===== config.mk =====
export PLATFORM = sky130hd
export DESIGN_NAME = mix_columns_sched
export DESIGN_NICKNAME = d
export VERILOG_FILES = /design/src/rtl/mix_columns_sched.sv
export SDC_FILE = /design/constraint.sdc
export NUM_CORES = 1
export LEC_CHECK = 0
export BUFFER_PORTS_ARGS = -buffer_cell sky130_fd_sc_hd__buf_2
export CORE_MARGIN = 4
export CORE_UTILIZATION = 25
export DETAILED_ROUTE_END_ITERATION = 16
export PLACE_DENSITY = 0.53
export RECOVER_POWER = 100
export SETUP_SLACK_MARGIN = 0.02
export SLEW_MARGIN = 20
export SYNTH_ARGS = -nofsm -noshare
export SYNTH_HDL_FRONTEND = slang
export SYNTH_SLANG_ARGS = --single-unit

===== constraint.sdc =====
create_clock -name clk -period 2.4 [get_ports clk]
set_input_delay 0.24 -clock clk [delete_from_list [all_inputs] [get_ports clk]]
set_output_delay 0.24 -clock clk [all_outputs]
set_load 0.005 [all_outputs]

===== src/rtl/mix_columns_sched.sv =====
// mix_columns_sched: runs one shared 32-bit MixColumn datapath over the four
// columns of a 128-bit AES state, one column per clock, with a final-round bypass.
module mix_columns_sched #(
  parameter int COL_W = 32,
  parameter int NUM_COLS = 4
) (
  input  logic                      clk,
  input  logic                      rst,
  input  logic                      in_valid,
  output logic                      in_ready,
  input  logic [COL_W*NUM_COLS-1:0] in_state,
  input  logic                      in_enc_dec,
  input  logic                      in_bypass,
  output logic                      out_valid,
  input  logic                      out_ready,
  output logic [COL_W*NUM_COLS-1:0] out_state,
  output logic [COL_W-1:0]          mc_a,
  output logic                      mc_enc_dec,
  input  logic [COL_W-1:0]          mc_b,
  output logic                      busy
);
  typedef enum logic [1:0] {IDLE, RUN, DONE} state_t;
  state_t state, state_nx;
  logic [COL_W*NUM_COLS-1:0] work;
  logic [1:0] col_idx;
  logic enc_dec;
  logic accept;
  logic [6:0] col_lsb;
  // column 0 lives in the top bits, so the slice offset is (3 - col_idx) * 32
  assign col_lsb = {~col_idx, 5'd0};
  assign accept = (state == IDLE) && in_valid;
  assign out_state = out_valid ? work : '0;
  always_ff @(posedge clk) begin
    if (rst) state <= IDLE;
    else state <= state_nx;
  end
  always_ff @(posedge clk) begin
    if (rst) begin
      work <= '0;
      col_idx <= 2'd0;
      enc_dec <= 1'b0;
    end else if (accept) begin
      work <= in_state;
      enc_dec <= in_enc_dec;
      col_idx <= 2'd0;
    end else if (state == RUN) begin
      work[col_lsb +: COL_W] <= mc_b;
      col_idx <= col_idx + 2'd1;
    end
  end
  always_comb begin
    state_nx = state;
    in_ready = 1'b0;
    out_valid = 1'b0;
    busy = 1'b0;
    mc_a = '0;
    mc_enc_dec = 1'b0;
    case (state)
      IDLE: begin
        in_ready = 1'b1;
        if (in_valid) state_nx = in_bypass ? DONE : RUN;
      end
      RUN: begin
        busy = 1'b1;
        mc_a = work[col_lsb +: COL_W];
        mc_enc_dec = enc_dec;
        if (col_idx == 2'd3) state_nx = DONE;
      end
      DONE: begin
        busy = 1'b1;
        out_valid = 1'b1;
        if (out_ready) state_nx = IDLE;
      end
      default: state_nx = IDLE;
    endcase
  end
endmodule

==> metrics.md <==
| Metric | Value |
|---|---|
| Met3 WL | 2.52 mm |
| RSZ-0062 raised after global routing | false |
| Max clock buf depth | 2 |
| Number of buffers created by CTS | 17 |
| Largest net degree at the start of global routing | 131 |
| Post-CTS setup buffers | 0 |
| GRT overflow | 0 |
| Top delay family on crit path | buffers and inverters |
| PD cells | 807 nW/µm² |
| Post-synth top cells | and2_1 (161), dfxtp_1 (133), a22oi_1 (96) |
| Worst hold endpoint | state[0] |
| Clock latency on the worst-skew pair | 0.42 ns |
| I/O pins | 330 |
| Worst Max-Slew Pin Slew | 0.681 ns |
| Final Hold Viols | 0 |
| H-tree levels | 4 |
| Crit Reg-Reg Startpoint | state[0] |
| R2r endpoint | work[38] |
| CP Max Fanout | 23 |
| Place WS | 0.400 ns |
| Most common cell in the netlist | and2_1 |
| Library cells used by synthesis | 36 |
| Syn Nets | 983 |
| HP Class | primary input to flip-flop |
| Worst Path Buf+Inv | 3 |
| DP Area | 9590 µm² |
| Metal2 WL | 16.5 mm |
| Vias in the first global route | 7960 |
| First-pass GRT wire length | 49.1 mm |
| CP startpoint kind | flip-flop |
| Crit. End Element | output port |
| Post-Layout Cell Count | 1506 |
| Crit Path Class | flip-flop to output port |
| Count of port buffers added during placement | 329 |
| Tot GR Track Use | 0.195 |
| WL final | 33.3 mm |
| Antenna-violating nets left | 0 |
| CP dominant cell by count | buf_6 |
| Gpl congestion | 0.843 |
| Initial antenna violation count | 3 |
| Async S/R FF share, synth | 0 |
| Pins Over Slew Limit | 0 |
| Remaining DRCs | 0 |
| Clk slew on worst S/H paths | 0.06 ns |
| Cell count along the critical path | 5 |
| Fin nets | 1282 |
| Arr. time, crit path | 1.99 ns |
| CTS tree | built |
| Max Clk Rate | 449 MHz |
| DIE HEIGHT | 181 µm |
| Number of synthesized flops with an enable pin | 0 |
| Outcome | completed |
| Core ar. | 29000 µm² |
| Worst rel slew slack | 0.546 |
| Hold Path Origin | in_bypass |
| Fin Clk Skew | 0.0110 ns |
| Via count | 7661 |
| Ranking of synthesized cells by area | dfxtp_1 (36%), and2_1 (14%), a22oi_1 (9.7%) |
| Fin area | 10100 µm² |
| R2r worst-path depth | 7 |
| FF-to-FF setup slack | 0.20 ns |
| CP peak stage delay | 0.39 ns |
| CP cell instances | buf_6 > buf_6 > mux4_2 > and2_0 > buf_2 |
| Vias per std cell | 5.09 |
| Post-synthesis instance total | 809 |
| Req. time, crit path | 2.16 ns |
| Post-synthesis sequential area ratio | 0.358 |
| Area Overhead vs Synth | 35.4% |
| Final WS setup | 0.172 ns |
| Period utilization | 0.928 |
| Warnings from Yosys | 0 |
| Max Cap Viol | 0 |
| Initial DRC Count | 396 |
| Inst Count DP | 1473 |
| Die area | 32600 µm² |
| Fraction of layout cells with a size suffix above 1 | 0.343 |
| Highest metal used | met5 |
| Site Rows | 62 |
| Top FF cell, synth | dfxtp_1 |
| Crit-path slowest cell | dfxtp_2 |
| Post-synth top area cell | dfxtp_1 |
| Leak | 4.28 nW |
| Post-CTS Hold Buffers | 0 |
| Post-synthesis instance area | 7440 µm² |
| TritonCTS Sinks | 133 |
| Hold path cells | 2 |
| Routed len/inst | 22.1 µm |
| TNS Setup | 0 ns |
| Initial Utilization | 0.257 |
| Die X | 181 µm |
| Fillers | 3080 |
| Tmin final | 2.23 ns |
| Setup violators final | 0 |
| Root Driver | clkbuf_16 |
| HPWL Detailed | 23.7 mm |
| Pre-Repair DR Iteration Count | 5 |
| Post-synth top area share | 0.358 |
| VDD IR max | 384 µV |
| Post-Syn Area per Cell | 9.20 µm² |
| Met1 Wirelength | 13.7 mm |
| Yosys reg bits | 133 |
[worst max-delay path by stage]
| stage | startpoint | to | slack (ns) |
|---|---|---|---|
| floorplan | col_idx[1] | work[89] | 0.23 |
| global placement | col_idx[0] | mc_a[22] | 0.43 |
| detailed placement | col_idx[0] | work[92] | 0.40 |
| CTS | col_idx[0] | mc_a[29] | 0.05 |
| global route | state[0] | work[116] | 0.05 |
| finish | col_idx[0] | mc_a[22] | 0.17 |
[cell usage in the layout (no fill, tap or decap), types with 5 or more instances in the layout]
cell / n
inv_1: 5
clkbuf_1: 56
clkinv_4: 5
and2_1: 106
clkbuf_16: 18
and2_0: 55
a211oi_1: 33
mux2i_1: 33
o21ai_0: 96
buf_4: 23
nand4_1: 32
nor2_1: 32
nand2b_1: 35
a22oi_1: 96
ha_1: 6
buf_2: 267
dfxtp_1: 131
clkbuf_2: 11
mux4_2: 32
[where the power goes]
part	switching (mW)	internal, mW
logic	1.40	1.04
clock network	1.09	1.63
registers	0.345	2.62
[cells by family (layout without fill, tap and decap cells)]
kind of cell,Yosys count,after routing,share of synthesized area
flip-flops,133,133,0.358
other,0,1,0
AND/OR/NAND/NOR,278,278,0.224
buffers and inverters,91,403,0.0560
adder cells (fa/ha/maj),8,8,0.0135
AO/OA/AOI/OAI,233,233,0.206
XOR/XNOR,1,1,0.00118
multiplexers,65,65,0.141
[flip-flops by register name (all words and copies together), names as in the netlist]
register and count:
work 128, col_idx 2, state 2, enc_dec 1
[per-layer routing]
metal,vias to the layer above,track usage
met5,-,0
met4,4,0.0569
met3,42,0.0537
met2,371,0.340
met1,3679,0.234
li1,3565,-
[through the flow]
step / hold WS [ns] / total power, mW / utilization
2_1_floorplan: 0.341 / 4.35 / -
6_report: 0.0399 / 8.13 / 0.347
5_1_grt: 0.00854 / 8.56 / 0.347
3_3_place_gp: 0.449 / 5.50 / 0.331
3_5_place_dp: 0.459 / 5.53 / 0.331
4_1_cts: 0.00765 / 8.28 / 0.352
[final cells by class]
class | count | area, µm² | area share
multi-input combinational | 585 | 4400 | 0.437
sequential | 133 | 2670 | 0.265
timing repair buffer | 366 | 1900 | 0.188
tap | 384 | 480 | 0.0477
clock buffer | 19 | 464 | 0.0461
clock inverter | 13 | 146 | 0.0145
inverter | 5 | 18.8 | 0.00186
antenna | 1 | 2.50 | 0.000248
[repair_timing]
| action | in CTS | in global routing |
|---|---|---|
| resized for setup | 1 | 2 |
| setup endpoints to repair | 13 | 14 |
| gates cloned | 0 | 0 |
No activity file was read; power rests on OpenSTA's default activity.
